File: src/rtl/emu_io_bridge_if.sv
// Pad/board-side bundle for the emulation I/O bridge: raw pad inputs and board
// switches toward the bridge, synchronised and registered results back out.
interface emu_io_bridge_if #(
    parameter int unsigned DATA_W = 8,
    parameter int unsigned CTRL_W = 3,
    parameter int unsigned OUT_W  = 10,
    parameter int unsigned SW_W   = 2
);
    logic              pll_lock_i;
    logic [DATA_W-1:0] data_i;
    logic [CTRL_W-1:0] ctrl_i;
    logic [SW_W-1:0]   switch_i;
    logic [OUT_W-1:0]  core_out_i;
    logic              core_err_i;

    logic [DATA_W-1:0] data_o;
    logic [CTRL_W-1:0] ctrl_o;
    logic [SW_W-1:0]   switch_o;
    logic [OUT_W-1:0]  out_o;
    logic              core_rst_n_o;
    logic [7:0]        err_cnt_o;
    logic [15:0]       led_o;

    modport slave (
        input  pll_lock_i, data_i, ctrl_i, switch_i, core_out_i, core_err_i,
        output data_o, ctrl_o, switch_o, out_o, core_rst_n_o, err_cnt_o, led_o
    );

    modport master (
        output pll_lock_i, data_i, ctrl_i, switch_i, core_out_i, core_err_i,
        input  data_o, ctrl_o, switch_o, out_o, core_rst_n_o, err_cnt_o, led_o
    );
endinterface

File: src/rtl/emu_io_bridge.sv
// Emulation board I/O bridge: pad synchronisers, switch debouncers, lock-qualified
// core reset sequencer, saturating error counter and paged debug LEDs.
module emu_io_bridge #(
    parameter int unsigned DATA_W      = 8,
    parameter int unsigned CTRL_W      = 3,
    parameter int unsigned OUT_W       = 10,
    parameter int unsigned SYNC_STAGES = 2,
    parameter int unsigned SW_W        = 2,
    parameter int unsigned DEB_LEN     = 65536,
    parameter int unsigned RST_HOLD    = 16
) (
    input  logic           clk,
    input  logic           rst_n,
    emu_io_bridge_if.slave bus
);
    localparam int unsigned DEB_CW  = $clog2(DEB_LEN);
    localparam int unsigned HOLD_CW = (RST_HOLD > 1) ? $clog2(RST_HOLD) : 1;

    typedef enum logic [1:0] {
        WAIT_LOCK = 2'd0,
        HOLD      = 2'd1,
        RUN       = 2'd2
    } state_t;

    logic [SYNC_STAGES-1:0][DATA_W-1:0] data_sync;
    logic [SYNC_STAGES-1:0][CTRL_W-1:0] ctrl_sync;
    logic [OUT_W-1:0]                   out_q;

    logic [1:0]         lock_sync;
    logic               lock_s;
    state_t             state;
    logic [HOLD_CW-1:0] hold_cnt;
    logic               core_rst_n_q;

    logic [SW_W-1:0]             sw_meta;
    logic [SW_W-1:0]             sw_s;
    logic [SW_W-1:0]             sw_q;
    logic [SW_W-1:0][DEB_CW-1:0] deb_cnt;

    logic [7:0]  err_cnt;
    logic [1:0]  page;
    logic        sw_top_q;
    logic [23:0] hb;
    logic [15:0] led_q;
    logic [15:0] led_next_c;

    // Pad data/control synchronisers and core output register
    always_ff @(posedge clk or negedge rst_n) begin
        if (!rst_n) begin
            data_sync <= '0;
            ctrl_sync <= '0;
            out_q     <= '0;
        end else begin
            data_sync <= {data_sync[SYNC_STAGES-2:0], bus.data_i};
            ctrl_sync <= {ctrl_sync[SYNC_STAGES-2:0], bus.ctrl_i};
            out_q     <= bus.core_out_i;
        end
    end

    always_ff @(posedge clk or negedge rst_n) begin
        if (!rst_n) lock_sync <= '0;
        else        lock_sync <= {lock_sync[0], bus.pll_lock_i};
    end

    assign lock_s = lock_sync[1];

    // Core reset sequencer; core reset releases only after a full clean HOLD window
    always_ff @(posedge clk or negedge rst_n) begin
        if (!rst_n) begin
            state        <= WAIT_LOCK;
            hold_cnt     <= '0;
            core_rst_n_q <= 1'b0;
        end else begin
            case (state)
                WAIT_LOCK: begin
                    core_rst_n_q <= 1'b0;
                    if (lock_s) begin
                        state    <= HOLD;
                        hold_cnt <= '0;
                    end
                end
                HOLD: begin
                    if (!lock_s) begin
                        state <= WAIT_LOCK;
                    end else if (hold_cnt == HOLD_CW'(RST_HOLD - 1)) begin
                        state        <= RUN;
                        core_rst_n_q <= 1'b1;
                    end else begin
                        hold_cnt <= hold_cnt + HOLD_CW'(1);
                    end
                end
                RUN: begin
                    if (!lock_s) begin
                        state        <= WAIT_LOCK;
                        core_rst_n_q <= 1'b0;
                    end
                end
                default: begin
                    state        <= WAIT_LOCK;
                    core_rst_n_q <= 1'b0;
                end
            endcase
        end
    end

    // Switch synchronisers and per-bit debouncers
    always_ff @(posedge clk or negedge rst_n) begin
        if (!rst_n) begin
            sw_meta <= '0;
            sw_s    <= '0;
            sw_q    <= '0;
            deb_cnt <= '0;
        end else begin
            sw_meta <= bus.switch_i;
            sw_s    <= sw_meta;
            for (int i = 0; i < int'(SW_W); i++) begin
                if (sw_s[i] != sw_q[i]) begin
                    if (deb_cnt[i] == DEB_CW'(DEB_LEN - 1)) begin
                        sw_q[i]    <= sw_s[i];
                        deb_cnt[i] <= '0;
                    end else begin
                        deb_cnt[i] <= deb_cnt[i] + DEB_CW'(1);
                    end
                end else begin
                    deb_cnt[i] <= '0;
                end
            end
        end
    end

    // Error-cycle counter, LED page stepping and heartbeat
    always_ff @(posedge clk or negedge rst_n) begin
        if (!rst_n) begin
            err_cnt  <= '0;
            page     <= '0;
            sw_top_q <= 1'b0;
            hb       <= '0;
        end else begin
            if (state == RUN && bus.core_err_i && err_cnt != 8'hFF)
                err_cnt <= err_cnt + 8'd1;
            sw_top_q <= sw_q[SW_W-1];
            if (sw_q[SW_W-1] && !sw_top_q)
                page <= page + 2'd1;
            hb <= hb + 24'd1;
        end
    end

    always_comb begin
        led_next_c = '0;
        case (page)
            2'd0:    led_next_c = {err_cnt, 4'b0000, err_cnt != 8'd0, state, core_rst_n_q};
            2'd1:    led_next_c = 16'({data_sync[SYNC_STAGES-1], ctrl_sync[SYNC_STAGES-1]});
            2'd2:    led_next_c = 16'(out_q);
            default: led_next_c = hb[23:8];
        endcase
    end

    always_ff @(posedge clk or negedge rst_n) begin
        if (!rst_n) led_q <= '0;
        else        led_q <= led_next_c;
    end

    assign bus.data_o       = data_sync[SYNC_STAGES-1];
    assign bus.ctrl_o       = ctrl_sync[SYNC_STAGES-1];
    assign bus.switch_o     = sw_q;
    assign bus.out_o        = out_q;
    assign bus.core_rst_n_o = core_rst_n_q;
    assign bus.err_cnt_o    = err_cnt;
    assign bus.led_o        = led_q;
endmodule

File: src/flat_wrapper.sv
// flat-port wrapper written by rule: the top's interface ports become plain ports
module emu_io_bridge_flat 
#(
    parameter int unsigned DATA_W      = 8,
    parameter int unsigned CTRL_W      = 3,
    parameter int unsigned OUT_W       = 10,
    parameter int unsigned SYNC_STAGES = 2,
    parameter int unsigned SW_W        = 2,
    parameter int unsigned DEB_LEN     = 65536,
    parameter int unsigned RST_HOLD    = 16
)
  (clk, rst_n, bus_pll_lock_i, bus_data_i, bus_ctrl_i, bus_switch_i, bus_core_out_i, bus_core_err_i, bus_data_o, bus_ctrl_o, bus_switch_o, bus_out_o, bus_core_rst_n_o, bus_err_cnt_o, bus_led_o);
  emu_io_bridge_if #(.DATA_W(DATA_W), .CTRL_W(CTRL_W), .OUT_W(OUT_W), .SW_W(SW_W)) bus_i ();
  input  logic clk;
  input  logic rst_n;
  input wire logic [$bits(bus_i.pll_lock_i)-1:0] bus_pll_lock_i;
  input wire logic [$bits(bus_i.data_i)-1:0] bus_data_i;
  input wire logic [$bits(bus_i.ctrl_i)-1:0] bus_ctrl_i;
  input wire logic [$bits(bus_i.switch_i)-1:0] bus_switch_i;
  input wire logic [$bits(bus_i.core_out_i)-1:0] bus_core_out_i;
  input wire logic [$bits(bus_i.core_err_i)-1:0] bus_core_err_i;
  output wire logic [$bits(bus_i.data_o)-1:0] bus_data_o;
  output wire logic [$bits(bus_i.ctrl_o)-1:0] bus_ctrl_o;
  output wire logic [$bits(bus_i.switch_o)-1:0] bus_switch_o;
  output wire logic [$bits(bus_i.out_o)-1:0] bus_out_o;
  output wire logic [$bits(bus_i.core_rst_n_o)-1:0] bus_core_rst_n_o;
  output wire logic [$bits(bus_i.err_cnt_o)-1:0] bus_err_cnt_o;
  output wire logic [$bits(bus_i.led_o)-1:0] bus_led_o;
  assign bus_i.pll_lock_i = bus_pll_lock_i;
  assign bus_i.data_i = bus_data_i;
  assign bus_i.ctrl_i = bus_ctrl_i;
  assign bus_i.switch_i = bus_switch_i;
  assign bus_i.core_out_i = bus_core_out_i;
  assign bus_i.core_err_i = bus_core_err_i;
  assign bus_data_o = bus_i.data_o;
  assign bus_ctrl_o = bus_i.ctrl_o;
  assign bus_switch_o = bus_i.switch_o;
  assign bus_out_o = bus_i.out_o;
  assign bus_core_rst_n_o = bus_i.core_rst_n_o;
  assign bus_err_cnt_o = bus_i.err_cnt_o;
  assign bus_led_o = bus_i.led_o;
  emu_io_bridge #(.DATA_W(DATA_W), .CTRL_W(CTRL_W), .OUT_W(OUT_W), .SYNC_STAGES(SYNC_STAGES), .SW_W(SW_W), .DEB_LEN(DEB_LEN), .RST_HOLD(RST_HOLD)) u_core (.clk(clk), .rst_n(rst_n), .bus(bus_i));
endmodule
File: config.mk
export PLATFORM = sky130hd
export DESIGN_NAME = emu_io_bridge_flat
export DESIGN_NICKNAME = d
export VERILOG_FILES = /design/src/rtl/emu_io_bridge_if.sv /design/src/rtl/emu_io_bridge.sv /design/src/flat_wrapper.sv
export SDC_FILE = /design/constraint.sdc
export NUM_CORES = 1
export LEC_CHECK = 0
export ABC_AREA = 1
export CAP_MARGIN = 10
export CORE_UTILIZATION = 25
export CTS_CLUSTER_SIZE = 40
export DETAILED_ROUTE_END_ITERATION = 8
export SLEW_MARGIN = 20
export SYNTH_ARGS = -nofsm -noshare
export SYNTH_HDL_FRONTEND = slang
export SYNTH_SLANG_ARGS = --single-unit
File: constraint.sdc
create_clock -name clk -period 2.96 [get_ports clk]
set_input_delay 0.592 -clock clk [delete_from_list [all_inputs] [get_ports clk]]
set_output_delay 0.592 -clock clk [all_outputs]
set_load 0.01 [all_outputs]
# Yosys cells after proc, flatten, opt, wreduce, memory -nomap -nowiden
# Index checks and enable logic that the tools add are counted.
[word_totals]
reg_bits = 130
input_bits = 27
output_inout_bits = 48
wordCells = 73
[classes]
addsub = 6
eq_ne = 16
muxes = 18
reduce_logical = 13
[ops]
columns = ["op", "count"]
rows = [
  ["$mux W16", 4],
  ["$pmux W16 S3", 1],
  ["$add A16 B1 Y16 const B", 2],
  ["$eq A16 B16 Y1 const B", 2],
  ["$add A24 B1 Y24 const B", 1],
  ["$mux W4", 3],
  ["$add A8 B1 Y8 const B", 1],
  ["$mux W2", 4],
  ["$ne A8 B8 Y1 const B", 1],
  ["$pmux W4 S2", 1],
  ["$reduce_bool A8 Y1", 1],
  ["$ne A2 B1 Y1 const B", 3],
  ["$pmux W2 S3", 1],
  ["$reduce_and A3 Y1", 2],
  ["$add A4 B1 Y4 const B", 1],
  ["$eq A2 B1 Y1 const B", 2],
  ["$eq A2 B2 Y1 const B", 2],
  ["$eq A4 B4 Y1 const B", 1],
  ["$logic_not A2 Y1", 2],
  ["$ne A2 B2 Y1 const B", 2],
  ["$reduce_and A2 Y1", 2],
  ["$reduce_and A4 Y1", 1],
  ["$logic_and A1 B1 Y1", 3],
  ["$mux W1", 3],
  ["6 further kinds", 7],
]

# Logic depth before layout (Yosys ltp)
[depth]
word_depth = 4
depth_mapped = 8
mapped_depth_nobuf = 8

# Worst setup path after synthesis
# Ideal clock, no wire load.
[synth_path]
path_type = "register -> register"
from = "register u_core.deb_cnt[0] (netlist bit)"
to = "register u_core.deb_cnt[13] (netlist bit)"
setup_time_ns = 0.120
arrival_ns = 1.218
required_time_ns = 2.840
slack_ns = 1.622
path_stages_with_launch = 7
n_path_buf = 0
period_less_slack_ns = 1.338
cell_sequence = "dfrtp_1 > ha_1 > nand3_4 > nor3_4 > nand3_2 > nand2_4 > nor2_2"
[synth_between]
elab_chain_len = 3
elab_cells_between_ends = 4
cone_classes = "1 x add/sub; 1 x eq/ne; 2 x mux"
[synth_rtl]
columns = ["element", "line", "rtl"]
rows = [
  ["start: declaration", "emu_io_bridge.sv:38", "logic [SW_W-1:0][DEB_CW-1:0] deb_cnt;"],
  ["start signal: indexed assignment", "emu_io_bridge.sv:122", "deb_cnt[i] <= deb_cnt[i] + DEB_CW'(1);"],
  ["$add A16 B1 Y16 / $eq A16 B16 Y1 (equally long branches)", "emu_io_bridge.sv:122, emu_io_bridge.sv:118", ""],
  ["$mux W16 *", "emu_io_bridge.sv:118", "if (deb_cnt[i] == DEB_CW'(DEB_LEN - 1)) begin"],
  ["$mux W16 *", "emu_io_bridge.sv:117", "if (sw_s[i] != sw_q[i]) begin"],
]
# Every way passes the cells marked *; elsewhere a longest branch is shown, timed or not.
# A chain may end at the register's enable or synchronous reset.

# Worst setup path in the final report
[layout_path]
from = "register u_core.err_cnt[4] (netlist: u_core.bus.err_cnt_o[4])"
to = "output port bus_err_cnt_o[4]"
[layout_lines]
columns = ["element", "line", "rtl"]
rows = [
  ["start: declaration", "emu_io_bridge.sv:40", "logic [7:0] err_cnt;"],
  ["start signal: assignment", "emu_io_bridge.sv:140", "err_cnt <= err_cnt + 8'd1;"],
  ["end: declaration", "flat_wrapper.sv:27", "output wire logic [$bits(bus_i.err_cnt_o)-1:0] bus_err_cnt_o;"],
]
# No word-level cell between the ends.

==> metrics.md <==
| Metric | Value |
|---|---|
| DRT antenna net count | `0` |
| Count of fill cells added during filler insertion | `2,384` |
| Largest net degree at the start of global routing | `between 60 and 70` |
| Highest-delay cell along the critical path | `sky130_fd_sc_hd__clkdlybuf4s50_1` |
| Hold-fix buffers, CTS | `0` |
| Wire length of the first global-routing pass | `approximately 23 mm` |
| Number of setup violations in the final report | `0` |
| Async set or reset register ratio after synthesis | `100.0%` |
| Sequential share of power | `a little under half` |
| DR vias/cell | `~4.2` |
| Layout Nets | `765` |
| Insertion delay to the later sink of the worst-skew pair | `between 0.4 and 0.5 ns` |
| Summed instance area of the synthesized netlist | `~5900 um2` |
| Max Buffers Root-to-Sink | `2` |
| Number of unique standard cell types used by synthesis | `36` |
| Chip width | `about 160 um` |
| Fraction of the cycle the final worst path needs | `between 70% and 80%` |
| Clock buffer count from CTS | `17` |
| Time the worst path needs with I/O delays and setup | `between 2 and 2.5 ns` |
| CTS H-Tree Depth | `4` |
| Post-place instance area | `a little under 7000 um2` |
| Final Routed Wirelength | `13.56 mm` |
| Final HPWL DP | `slightly above 10 mm` |
| Initial antenna violation count | `0` |
| List of most frequent post-synthesis cells | `sky130_fd_sc_hd__nand2_1, sky130_fd_sc_hd__dfrtp_1, sky130_fd_sc_hd__nor2_1, sky130_fd_sc_hd__inv_1, sky130_fd_sc_hd__nand3_1` |
| Global placer's final weighted congestion | `between 0.8 and 0.9` |
| Result of the run | `finished clean` |
| Root buf cell | `sky130_fd_sc_hd__clkbuf_16` |
| Share of cells above drive strength 1 | `approximately 12%` |
| All-Layer GR Usage | `between 10% and 20%` |
| Initial Util | `25.72%` |
| Number of sinks handled by clock tree synthesis | `130` |
| Predominant post-synthesis flop cell | `sky130_fd_sc_hd__dfrtp_1` |
| Startpoint kind of the worst setup timing path | `register` |
| Detailed Route Iter0 Violations | `between 150 and 200` |
| Switching component of the power | `between 0.9 and 1 mW` |
| Via total after detailed routing | `4,466` |
| Slew of the pin with the lowest slew margin | `between 0.5 and 0.6 ns` |
| Combinational fraction of design power | `~4%` |
| Routed length per placed instance | `roughly 13 um` |
| Top-level I/O count | `75` |
| Area leader, netlist | `sky130_fd_sc_hd__dfrtp_1` |
| Clock slew at the register clock pins of the worst setup and hold paths | `roughly 0.06 ns` |
| CP cell instances | `clkdlybuf4s50_1` |
| Worst-case headroom to the max-slew limit | `a little over 60%` |
| Bufs and invs on worst path | `1` |
| Crit path required time | `2.37 ns` |
| Area fraction of the dominant cell type after synthesis | `a little under three fifths` |
| Die area | `24,120 um2` |
| Fraction of power spent switching nets | `around a quarter` |
| Net count of the mapped netlist | `roughly 700` |
| Buffers added on ports | `74` |
| Floorplan die height | `155.3 um` |
| Cell family with the largest share of critical-path delay | `buffers and inverters` |
| Area growth from synthesis to layout | `28.00%` |
| Placed Instances | `1,022` |
| Post-route cell area | `7522 um2` |
| # Post-CTS Setup Buffers | `0` |
| RSZ-0062 raised after global routing | `no` |
| Core area | `around 23,000 um2` |
| Crit path kind | `reg -> out` |
| Via count of the first global-routing pass | `about 4,500` |
| Top achievable clock speed | `roughly 480 MHz` |
| Most numerous cell in the Yosys netlist | `sky130_fd_sc_hd__nand2_1` |
| Non-filler instance count after layout | `1,054` |
| Static leakage power | `3.200 nW` |
| Final-layout setup total negative slack | `0 ns` |
| Delay of the slowest cell on the worst path | `0.59 ns` |
| Pwr dens | `537.3 nW/um2` |
| Endpoint class of the critical path | `output pin` |
| Number of flip-flops and latches in the synthesized netlist | `130` |
| Number of max-cap violations | `0` |
| Synth warnings | `0` |
| Cells resized by post-CTS repair | `0` |
| Final Hold Vio Count | `0` |
| Slew Viols, Final | `0` |
| Number of enable flip-flop cells after synthesis | `0` |
| Seq/Total Area, Yosys | `between 50% and 60%` |
| Signal arrival time at the worst endpoint | `around 1.5 ns` |
| Std cell rows | `55` |
| CTS tree | `done` |
| Mean area per synthesized cell | `around 9.1 um2` |
| Antenna diode instance count | `0` |
| Skew final | `just under 0.008 ns` |
| Worst Hold Class | `in -> async` |
| Largest vdd supply drop | `286.9 uV` |
| Cell-internal power | `between 3 and 4 mW` |
| Number of optimization iterations in the first detailed-route pass | `4` |
| Main area contributors after synthesis | `sky130_fd_sc_hd__dfrtp_1, sky130_fd_sc_hd__nand2_1, sky130_fd_sc_hd__nor2_1` |
| Post-synthesis instance total | `around 650` |
| Clock network fraction of design power | `about half` |
| Largest fanout on the critical path | `6` |
| Residual DRC count | `0` |
| GRT Residual Overflow | `0` |
-- kinds of logic after synthesis --
| logic type | after synthesis | share of synthesized area (%) |
|---|---|---|
| AOI/OAI and AO/OA | 48 | 4.982 |
| xor gates and xnor gates | 32 | 4.769 |
| adders and majority gates | 10 | 2.129 |
| buffers and inverters | 71 | 5.237 |
| DFF | 130 | 55.35 |
| and+or+nand+nor | 356 | 27.53 |
-- metrics by stage --
stage / utilization (%) / hold WS, ns / setup slack [ns] / power (mW)
final: 32.92 / 0.1455 / 0.8753 / 4.041
after global routing: 32.92 / 0.1805 / 0.8140 / 4.203
after CTS: 32.92 / 0.1635 / 0.8442 / 4.110
after detailed placement: 30.41 / 0.3347 / 1.255 / 2.046
after global placement: 30.41 / 0.3325 / 1.276 / 2.045
after floorplan: - / 0.2964 / 1.622 / 1.926
-- flip-flops by register name, indices dropped and copies added (netlist names), 4 cells and up --
signal                count
u_core.bus.data_o         8
u_core.bus.err_cnt_o      8
u_core.bus.led_o         16
u_core.bus.out_o         10
u_core.data_sync          8
u_core.deb_cnt           32
u_core.hb                24
u_core.hold_cnt           4
-- power groups by stage --
stage,clock (mW),combinational [mW],sequential [mW]
final,2.04,0.157,1.85
after global routing,2.17,0.176,1.85
after CTS,2.10,0.163,1.85
after detailed placement,0,0.163,1.88
after global placement,0,0.162,1.88
after floorplan,0,0.0519,1.87
-- worst paths after layout --
kind | start | end | slack (ns) | depth (start not counted)
max in group asynchronous | rst_n | u_core.bus.out_o[7]$_DFF_PN0_ | 2.10 | 2
min in group clk | u_core.lock_sync[0]$_DFF_PN0_ | u_core.lock_sync[1]$_DFF_PN0_ | 0.34 | 0
setup / recovery | u_core.bus.err_cnt_o[4]$_DFFE_PN0P_ | bus_err_cnt_o[4] | 0.88 | 1
hold / removal | rst_n | u_core.bus.err_cnt_o[4]$_DFFE_PN0P_ | 0.15 | 1
setup reg to reg | u_core.page[0]$_DFFE_PN0P_ | u_core.bus.led_o[3]$_DFF_PN0_ | 1.37 | 6
hold reg to reg | u_core.lock_sync[0]$_DFF_PN0_ | u_core.lock_sync[1]$_DFF_PN0_ | 0.34 | 0
-- final cells by class --
cell class                      count  area [um2]  area share [%]
Sequential cell                   130        3253           43.25
Clock inverter                     15       148.9           1.979
Timing Repair Buffer               77       777.0           10.33
Tap cell                          313       391.6           5.206
Multi-Input combinational cell    446        2316           30.79
Clock buffer                       17       425.4           5.655
Inverter                           56       210.2           2.794
-- layout by cell type, fill, tap and decap left out, drive strengths merged, types with 4 or more instances in the layout --
cell type	n
clkbuf	17
nand2	189
nand3	31
a31oi	4
buf	4
clkdlybuf4s50	73
clkinv	5
inv	63
xnor2	8
dfrtp	130
nor3	6
ha	10
nor2	114
nand4	13
o21ai	12
o22ai	5
a21oi	16
xor2	24
o21bai	6
-- metal layers --
layer / global-route usage (%) / wire length [um]
met4: 4.435 / 208
met2: 19.80 / 6518
met5: 0 / 0
met3: 3.315 / 571
met1: 15.40 / 6257
Note: power is estimated with default switching activity, not from simulation.
